--- config.mk ---
export PLATFORM = sky130hd
export DESIGN_NAME = stick_filter
export DESIGN_NICKNAME = d
export VERILOG_FILES = /design/src/rtl/stick_filter.sv
export SDC_FILE = /design/constraint.sdc
export NUM_CORES = 1
export LEC_CHECK = 0
export ABC_AREA = 0
export CORE_MARGIN = 2
export CORE_UTILIZATION = 31
export DETAILED_ROUTE_END_ITERATION = 6
export PLACE_DENSITY_LB_ADDON = 0.05
export SLEW_MARGIN = 0
export SYNTH_ARGS = -nofsm -noshare
export SYNTH_HDL_FRONTEND = slang
export SYNTH_SLANG_ARGS = --single-unit
--- constraint.sdc ---
create_clock -name CLK -period 3.7 [get_ports CLK]
set_clock_uncertainty 0.2 [all_clocks]
set_input_delay 0.74 -clock CLK [delete_from_list [all_inputs] [get_ports CLK]]
set_output_delay 0.74 -clock CLK [all_outputs]
set_load 0.01 [all_outputs]
--- src/rtl/stick_filter.sv ---
// Gamepad stick axis conditioner: periodic ADC capture, 4-sample moving average,
// calibrated center, symmetric deadzone and saturation to a centered 8-bit value.
module stick_filter #(
  parameter logic [15:0] sample_period = 16'd1024,
  parameter logic [7:0]  deadzone      = 8'd4
) (
  input  logic       CLK,
  input  logic       RESET,
  input  logic [7:0] ADC_IN,
  input  logic       CAL_REQ,
  output logic [7:0] STICK_OUT,
  output logic       STICK_VALID,
  output logic       CAL_DONE
);

  localparam logic [15:0] RELOAD = sample_period - 16'd1;

  // Handshake: STICK_VALID is a one-cycle strobe with STICK_OUT stable from that
  // cycle until the next strobe; CAL_DONE precedes the matching strobe by one cycle.

  logic [15:0]     timer_q, timer_d;
  logic [3:0][7:0] ring_q, ring_d;
  logic [1:0]      wr_ptr_q, wr_ptr_d;
  logic [9:0]      sum_q, sum_d;
  logic [2:0]      fill_q, fill_d;
  logic            cap_q, cap_d;
  logic [7:0]      center_q, center_d;
  logic [8:0]      offset_q, offset_d;
  logic            off_valid_q, off_valid_d;
  logic            cal_pending_q, cal_pending_d;
  logic            sync1_q, sync2_q, sync3_q;
  logic            cal_done_q, cal_done_d;
  logic [7:0]      stick_out_q, stick_out_d;
  logic            stick_valid_q, stick_valid_d;

  logic       tick;
  logic       compute;
  logic       cal_rise;
  logic [7:0] avg;
  logic [8:0] off_mag;
  logic [9:0] r;

  assign tick     = (timer_q == 16'd0);
  assign avg      = sum_q[9:2];
  assign compute  = cap_q && (fill_q == 3'd4);
  assign cal_rise = sync2_q & ~sync3_q;

  always_comb begin
    timer_d  = tick ? RELOAD : (timer_q - 16'd1);
    ring_d   = ring_q;
    wr_ptr_d = wr_ptr_q;
    sum_d    = sum_q;
    fill_d   = fill_q;
    cap_d    = tick;
    if (tick) begin
      // Replace the oldest entry so the running sum stays exact without re-adding.
      ring_d[wr_ptr_q] = ADC_IN;
      wr_ptr_d         = wr_ptr_q + 2'd1;
      sum_d            = sum_q - {2'b00, ring_q[wr_ptr_q]} + {2'b00, ADC_IN};
      if (fill_q != 3'd4) fill_d = fill_q + 3'd1;
    end
  end

  always_comb begin
    offset_d      = offset_q;
    center_d      = center_q;
    off_valid_d   = compute;
    cal_done_d    = 1'b0;
    cal_pending_d = cal_pending_q | cal_rise;
    if (compute) begin
      if (cal_pending_q) begin
        center_d      = avg;
        offset_d      = 9'd0;
        cal_done_d    = 1'b1;
        // An edge landing on the consuming cycle is kept for the next sample.
        cal_pending_d = cal_rise;
      end else begin
        offset_d = {1'b0, avg} - {1'b0, center_q};
      end
    end
  end

  always_comb begin
    off_mag       = offset_q[8] ? (9'd0 - offset_q) : offset_q;
    r             = 10'd128 + {offset_q[8], offset_q};
    stick_out_d   = stick_out_q;
    stick_valid_d = off_valid_q;
    if (off_valid_q) begin
      if (off_mag <= {1'b0, deadzone}) stick_out_d = 8'h80;
      else if (r[9])                   stick_out_d = 8'h00;
      else if (r[8])                   stick_out_d = 8'hFF;
      else                             stick_out_d = r[7:0];
    end
  end

  always_ff @(posedge CLK or negedge RESET) begin
    if (!RESET) begin
      timer_q       <= RELOAD;
      ring_q        <= '0;
      wr_ptr_q      <= 2'd0;
      sum_q         <= 10'd0;
      fill_q        <= 3'd0;
      cap_q         <= 1'b0;
      center_q      <= 8'h80;
      offset_q      <= 9'd0;
      off_valid_q   <= 1'b0;
      cal_pending_q <= 1'b0;
      sync1_q       <= 1'b0;
      sync2_q       <= 1'b0;
      sync3_q       <= 1'b0;
      cal_done_q    <= 1'b0;
      stick_out_q   <= 8'h80;
      stick_valid_q <= 1'b0;
    end else begin
      timer_q       <= timer_d;
      ring_q        <= ring_d;
      wr_ptr_q      <= wr_ptr_d;
      sum_q         <= sum_d;
      fill_q        <= fill_d;
      cap_q         <= cap_d;
      center_q      <= center_d;
      offset_q      <= offset_d;
      off_valid_q   <= off_valid_d;
      cal_pending_q <= cal_pending_d;
      sync1_q       <= CAL_REQ;
      sync2_q       <= sync1_q;
      sync3_q       <= sync2_q;
      cal_done_q    <= cal_done_d;
      stick_out_q   <= stick_out_d;
      stick_valid_q <= stick_valid_d;
    end
  end

  assign STICK_OUT   = stick_out_q;
  assign STICK_VALID = stick_valid_q;
  assign CAL_DONE    = cal_done_q;

endmodule

# After elaboration in Yosys (flattened, before gate mapping)
# Index checks and enable logic that the tools add are counted.
[op_classes]
addsub = 8
order_cmp = 3
eq_ne = 2
n_mux = 15
bitwise_logic = 3
n_reduce_logical = 5
[ops]
columns = ["op", "count"]
rows = [
  ["$mux 8", 5],
  ["$bwmux 32", 1],
  ["$mux 9", 2],
  ["$bmux 8 s2", 1],
  ["$demux 8 s2", 1],
  ["$logic_not 16->1", 1],
  ["$mux 16", 1],
  ["$sub 16x1->16 const B", 1],
  ["$add 10x8->10", 1],
  ["$add 9x9->10 const A", 1],
  ["$sub 10x8->10", 1],
  ["$le 9x3->1 const B", 1],
  ["$sub 1x9->9 const A", 1],
  ["$sub 8x8->9", 1],
  ["$mux 1", 4],
  ["$reduce_and 2->1", 2],
  ["$add 3x1->3 const B", 1],
  ["$eq 3x3->1 const B", 1],
  ["$lt 2x3->1 const B", 1],
  ["$ne 3x3->1 const B", 1],
  ["$add 2x1->2 const B", 1],
  ["$ge 2x1->1 const B", 1],
  ["$logic_and 1x1->1", 2],
  ["$and 1x1->1", 1],
  ["other kinds (2)", 2],
]
[word_totals]
ff_bits = 96
in_bits = 11
output_inout_bits = 10
wordCells = 55

# Longest topological paths before layout
# Gate-level depths: netlist of run 1.
[depth]
depth_word = 5
depth_mapped = 13

# Worst setup path after synthesis of run 1
# No wires, ideal clock.
[synth_path]
path_type = "register to register"
start = "register wr_ptr_q[0]"
end = "register sum_q[7]"
setup_ns = 0.129
t_arrival_ns = 3.210
required_ns = 3.371
slack_ns = 0.160
path_stages_with_launch = 12
period_less_slack_ns = 3.540
path_cell_list = "dfrtp_1 -> clkbuf_1 -> mux4_2 -> fa_1 -> inv_1 -> ha_1 -> a21oi_1 -> o22ai_1 -> or4_1 -> o21ai_0 -> xor2_1 -> o21ai_0"
[synth_between]
elab_chain_len = 4
[synth_rtl]
columns = ["item", "line", "source"]
rows = [
  ["start: declaration", "23", "logic [1:0] wr_ptr_q, wr_ptr_d;"],
  ["start signal: assignment", "117", "wr_ptr_q <= wr_ptr_d;"],
  ["$bmux 8 s2", "59", "sum_d = sum_q - {2'b00, ring_q[wr_ptr_q]} + {2'b00, ADC_IN};"],
  ["$mux 8 (implied by the code)", "59", ""],
  ["$sub 10x8->10", "59", ""],
  ["$add 10x8->10", "59", ""],
  ["end signal: assignment", "118", "sum_q <= sum_d;"],
  ["end: declaration", "24", "logic [9:0] sum_q, sum_d;"],
]
# Every way passes these cells. The select of a mux whose other input is x is not followed.
# A chain may end at the register's enable or synchronous reset.

# Worst setup path after layout of run 1
[layout_path]
start = "register wr_ptr_q[1]"
end = "register sum_q[7]"
# The elaborated chain is that of the path after synthesis.

==> flow_summary.toml, run 1 <==
[status]
outcome = "finished clean"

[floorplanning]
start_util_pct = 31.4
dieWidth_um = 130
die-height_um = 130
design.core.area_um2 = 15800
die-area_um2 = 17000
io_pins = 21
rows = 46

[grt]
grt_pass1_wl_um = 16000
antenna_found_initial = 0
grt_pass1_vias = 3143
grt_max_degree = 51
grtUsageTotal_pct = 12.2
overflow = 0

[cells_and_area]
multiInputGateArea_um2 = 2240
layout.cells.non_filler = 690
layout_common_cells = "dfrtp_1 (84), inv_1 (60), nand2_1 (38)"
regArea_um2 = 2420
fillers = 1602
drive_gt1_share_pct = 17.9
final_common_cell = "dfrtp_1"
areaGrowthSynthToFinish_pct = 15.0
antenna_cells = 0
nNetsFinal = 516

[pwr]
clockPowerShare_pct = 32.3
peakVddDrop_mv = 0.214
switching_power_uw = 760
totalPowerFinal_uw = 2600
intPower_uw = 1840
p_leak_uw = 0.00253
power_density_nw_per_um2 = 457
swShare_pct = 29.2
p_comb_share_pct = 23.9
p_seq_share_pct = 43.8

[sta]
min_period_ns = 3.37
setup_viol = 0
maxSlewHeadroom_pct = 55.2
period_share_pct = 91.0
rsz0062_at_grt = "no"
fmax_mhz = 297
fin_setup_tns_ns = 0
worstMarginPinSlew_ns = 0.672
drv_slew = 0
whs_ns = 0.164
finalHoldViolCount = 0

[drt]
drc = 0
first_iter_violations = 148
drt.antenna.violating_nets = 0
via_count = 3061
viasPerCell = 4.44
wl_per_cell_um = 13.2
drt_wl_total_um = 9080
first_pass_iters = 4

[worst_setup_path]
cp_slowest_cell = "dfrtp_1"
crit_path_max_incr_delay_ns = 0.67
crit_family = "adder cells"
crit_chain = "mux4_2, fa_1, inv_1, ha_1, a21oi_1, o22ai_1, or4_1, o21ai_0, xor2_1, o21ai_0"
arrival_ns = 3.38
crit_buf_inv = 1
start_kind = "flip-flop"
crit_required_ns = 3.72
worstPathMaxFanout = 11
worstSetupPathType = "reg2reg"
endpoint_kind = "flip-flop"
cpMostUsedCell = "o21ai_0"

[synthesis]
synth-main-ff-cell = "dfrtp_1"
yosysTopAreaCellShare_pct = 42.5
syn_inst = 441
syn_nets = 488
avgSynthCellArea_um2 = 11.2
yosys.area.top_type = "dfrtp_1"
yosysUniqueCellTypes = 41
synth_area_leaders = "dfrtp_1 (42%), mux2_2 (7.3%), ha_1 (6.8%)"
syn-cell-area_um2 = 4950
synth_edf_count = 0
async_reset_ff_share_pct = 100
ys_ff_latch = 96
synth_warnings = 0
ys_seq_area_share_pct = 48.8

[placed_design]
io_buffers = 20
place.gp.congestion = 0.728
dpl.hpwl_um = 6610
dpl.cell_count = 674

[clocking]
cts.sinks = 96
clk_latency_ns = 0.34
cts_hold_buf = 0
clkSlewWorstSetupHoldPaths_ns = 0.07
htreeDepth = 3
cts_buffer_depth = 2
cts_buffers = 9
cts_root_buffer = "clkbuf_16"
cts_tree = "done"
cts_setup_buffers = 0
ctsResizeCount = 0

[run]
maxCapViolations = 0

[worst_hold_path]
hp-class = "reg2reg"
-- sequential cells by signal, summed over array words and instances, names as in the netlist --
name and count:
ring_q 32, timer_q 16, sum_q 10, offset_q 9, STICK_OUT 8, center_q 8
fill_q 3, wr_ptr_q 2, CAL_DONE 1, STICK_VALID 1, cal_pending_q 1, cap_q 1
off_valid_q 1, sync1_q 1, sync2_q 1, sync3_q 1
-- path summary, 6_finish.rpt --
kind,start,to,slack (ns),cells after the start
max reg2reg,wr_ptr_q[1],sum_q[7],0.33,10
min in group asynchronous,RESET,STICK_OUT[5],0.24,1
min reg2reg,sync1_q,sync2_q,0.16,0
min,sync1_q,sync2_q,0.16,0
max in group asynchronous,RESET,timer_q[7],2.31,2
max,wr_ptr_q[1],sum_q[7],0.33,10
-- synthesized netlist by cell type (2+ instances only) --
library cell  count
a22o_1            2
inv_1            60
nor2_1           16
nor4_1            5
nor3_1           10
mux4_2            8
a21o_1            4
o21a_1            3
dfstp_2          12
ha_1             27
fa_1              9
clkbuf_1          7
nand2_1          38
a21oi_1          10
mux2_2           32
or3_1             5
nor2b_1          13
nand3b_1          3
nand3_1           5
o22ai_1           9
nand2_4           5
xnor2_1          15
xor2_1            9
o31ai_1           3
a32o_1            2
a31oi_1           2
dfrtp_1          84
o21ai_0          30
-- through the flow --
stage	instance area [um^2]	setup slack [ns]	util [%]
6_report	5690	0.334	36.1
5_1_grt	5690	0.105	36.1
4_1_cts	5690	0.308	36.1
3_5_place_dp	5430	-0.0526	34.5
3_3_place_gp	5430	-0.0173	34.5
2_1_floorplan	4950	0.160	-
-- final cells by class --
| class | count | area share [%] |
|---|---|---|
| clock buffers | 11 | 4.09 |
| clock inverters | 5 | 0.440 |
| inverters | 61 | 4.11 |
| multi-input cells | 275 | 39.4 |
| flip-flops and latches | 96 | 42.5 |
| well taps | 216 | 4.75 |
| repair buffers | 26 | 4.70 |
-- cell families (layout without fill, tap and decap cells) --
kind of cell | Yosys count | count (layout) | synth area share [%]
compound gates | 67 | 67 | 8.11
fa+ha+maj | 36 | 36 | 10.5
xor+xnor | 24 | 24 | 4.25
simple gates | 106 | 106 | 11.1
flops | 96 | 96 | 48.8
mux | 42 | 42 | 11.4
buf+inv | 70 | 103 | 5.81
-- power groups by stage --
stage / Combinational (uW) / Sequential (uW) / Clock, uW
finish: 622 / 1140 / 841
global route: 737 / 1150 / 929
CTS: 640 / 1140 / 887
detailed placement: 638 / 1160 / 0
global placement: 638 / 1160 / 0
floorplan: 492 / 1140 / 0
-- routing by layer --
metal | global-route usage (%) | wire length, um | vias up | share of wire (%)
li1 | - | - | 1538 | -
met4 | 5.44 | 149 | 0 | 1.6
met1 | 15.8 | 4370 | 1487 | 48
met2 | 19.9 | 4350 | 28 | 48
met5 | 0 | 0 | - | 0
met3 | 2.38 | 215 | 8 | 2.4
No activity file was read; power rests on OpenSTA's default activity.
==> run 2, diff against run 1 <==
- CORE_UTILIZATION: 31 -> 50
==> flow_summary.toml, run 2 (same netlist as run 1, synthesis figures left out) <==
[floorplanning]
die-height_um = 103
io_pins = 21
dieWidth_um = 103
rows = 36
start_util_pct = 51.1
design.core.area_um2 = 9680
die-area_um2 = 10700

[drt]
via_count = 3084
viasPerCell = 5.10
first_pass_iters = 4
wl_per_cell_um = 13.6
drt_wl_total_um = 8230
first_iter_violations = 68
drt.antenna.violating_nets = 0
drc = 0

[cells_and_area]
fillers = 834
drive_gt1_share_pct = 17.8
layout_common_cells = "dfrtp_1 (83), inv_1 (60), nand2_1 (38)"
layout.cells.non_filler = 605
antenna_cells = 0
largest_registers = "ring_q x32, timer_q x16, sum_q x10"
areaGrowthSynthToFinish_pct = 11.4
final_common_cell = "dfrtp_1"
largest_reg_flops = 32
multiInputGateArea_um2 = 2240
nNetsFinal = 514
regArea_um2 = 2420
top_register = "ring_q"

[sta]
rsz0062_at_grt = "no"
fmax_mhz = 297
maxSlewHeadroom_pct = 49.3
finalHoldViolCount = 0
setup_viol = 0
worstMarginPinSlew_ns = 0.760
drv_slew = 0
min_period_ns = 3.37
period_share_pct = 91.0
fin_setup_tns_ns = 0

[clocking]
cts_setup_buffers = 0
cts.sinks = 96
htreeDepth = 3
clk_latency_ns = 0.37
cts_buffers = 9
cts_root_buffer = "clkbuf_8"
cts_buffer_depth = 2
cts_tree = "done"
clkSlewWorstSetupHoldPaths_ns = 0.09

[worst_hold_path]
hp-class = "reg2reg"
hold_start = "sync1_q"
hold_depth = 0
hold_path_end = "sync2_q"

[grt]
grt_pass1_wl_um = 14800
met3_usage_pct = 5.85
grt_pass1_vias = 3170
antenna_found_initial = 0
grtUsageMet2_pct = 29.4
grt.busiest_layer = "met2"
overflow = 0
grt_max_degree = 62
met1_usage_pct = 23.6
grtUsageTotal_pct = 18.2

[placed_design]
io_buffers = 20
dpl.hpwl_um = 6090
place.gp.congestion = 0.811
dpl.cell_count = 589

[worst_setup_path]
crit_buf_inv = 2
cp_slowest_cell = "dfrtp_2"
worstSetupPathType = "reg2reg"
reg2regPathDepth = 10
crit_chain = "buf_12, mux4_2, fa_1, inv_1, ha_1, or3_1, nor4_1, nor3_1, nand3b_1, xnor2_1"
crit_path_max_incr_delay_ns = 0.53
crit_family = "simple AND/OR/NAND/NOR gates"
reg2reg_slack_ns = 0.33
r2r-end = "sum_q[9]"
r2r-start = "wr_ptr_q[0]"
arrival_ns = 3.44
crit_required_ns = 3.77
start_kind = "flip-flop"
endpoint_kind = "flip-flop"
worstPathMaxFanout = 8

[pwr]
p_leak_uw = 0.00249
peakVddDrop_mv = 0.280
power_density_nw_per_um2 = 445

[status]
outcome = "finished clean"

[run]
maxCapViolations = 0
run 2: report_power, final:
part,switching [uW],total [uW],internal [uW]
registers,38.7,1140,1100
clock network,341,689,348
logic,339,631,292
run 2: worst max path at each step:
stage | start | cells past startpoint | to
after floorplan | wr_ptr_q[0] | 11 | sum_q[7]
after global placement | ADC_IN[1] | 11 | sum_q[7]
after detailed placement | ADC_IN[1] | 11 | sum_q[7]
after CTS | wr_ptr_q[0] | 10 | sum_q[9]
after global routing | wr_ptr_q[0] | 10 | sum_q[7]
final | wr_ptr_q[0] | 10 | sum_q[9]
run 2: metal layers:
layer	share of wire, %	vias up
met4	1.3	0
li1	-	1541
met3	3.2	9
met1	47	1506
met5	0	-
met2	49	28
run 2: timing repair:
action	in CTS	in global routing
resized for setup	0	1
endpoints found under the setup margin	0	2
hold buffers	0	0
run 2: metrics by stage:
stage	hold WS (ns)	total power, uW	worst slack (ns)	instance area, um^2	utilization, %
2_1_floorplan	0.131	1640	0.160	4950	-
3_3_place_gp	0.145	1780	0.0681	5320	54.9
3_5_place_dp	0.138	1800	0.0399	5320	54.9
4_1_cts	0.168	2500	0.180	5510	56.9
5_1_grt	0.169	2650	0.153	5520	57.0
6_report	0.165	2460	0.333	5520	57.0
run 2: area by class of cell:
cell class | instances | share of cell area, %
clock inverter | 3 | 0.726
clock buffer | 13 | 2.88
tap | 133 | 3.02
timing repair buffer | 24 | 4.58
sequential | 96 | 43.9
multi-input combinational | 275 | 40.7
inverter | 61 | 4.24
==> run 3, diff against run 2 <==
- CAP_MARGIN: not set -> 0
- CTS_CLUSTER_DIAMETER: not set -> 50
==> results of run 3 <==
Same layout as run 2: the final DEF is identical, and so are final timing and power.
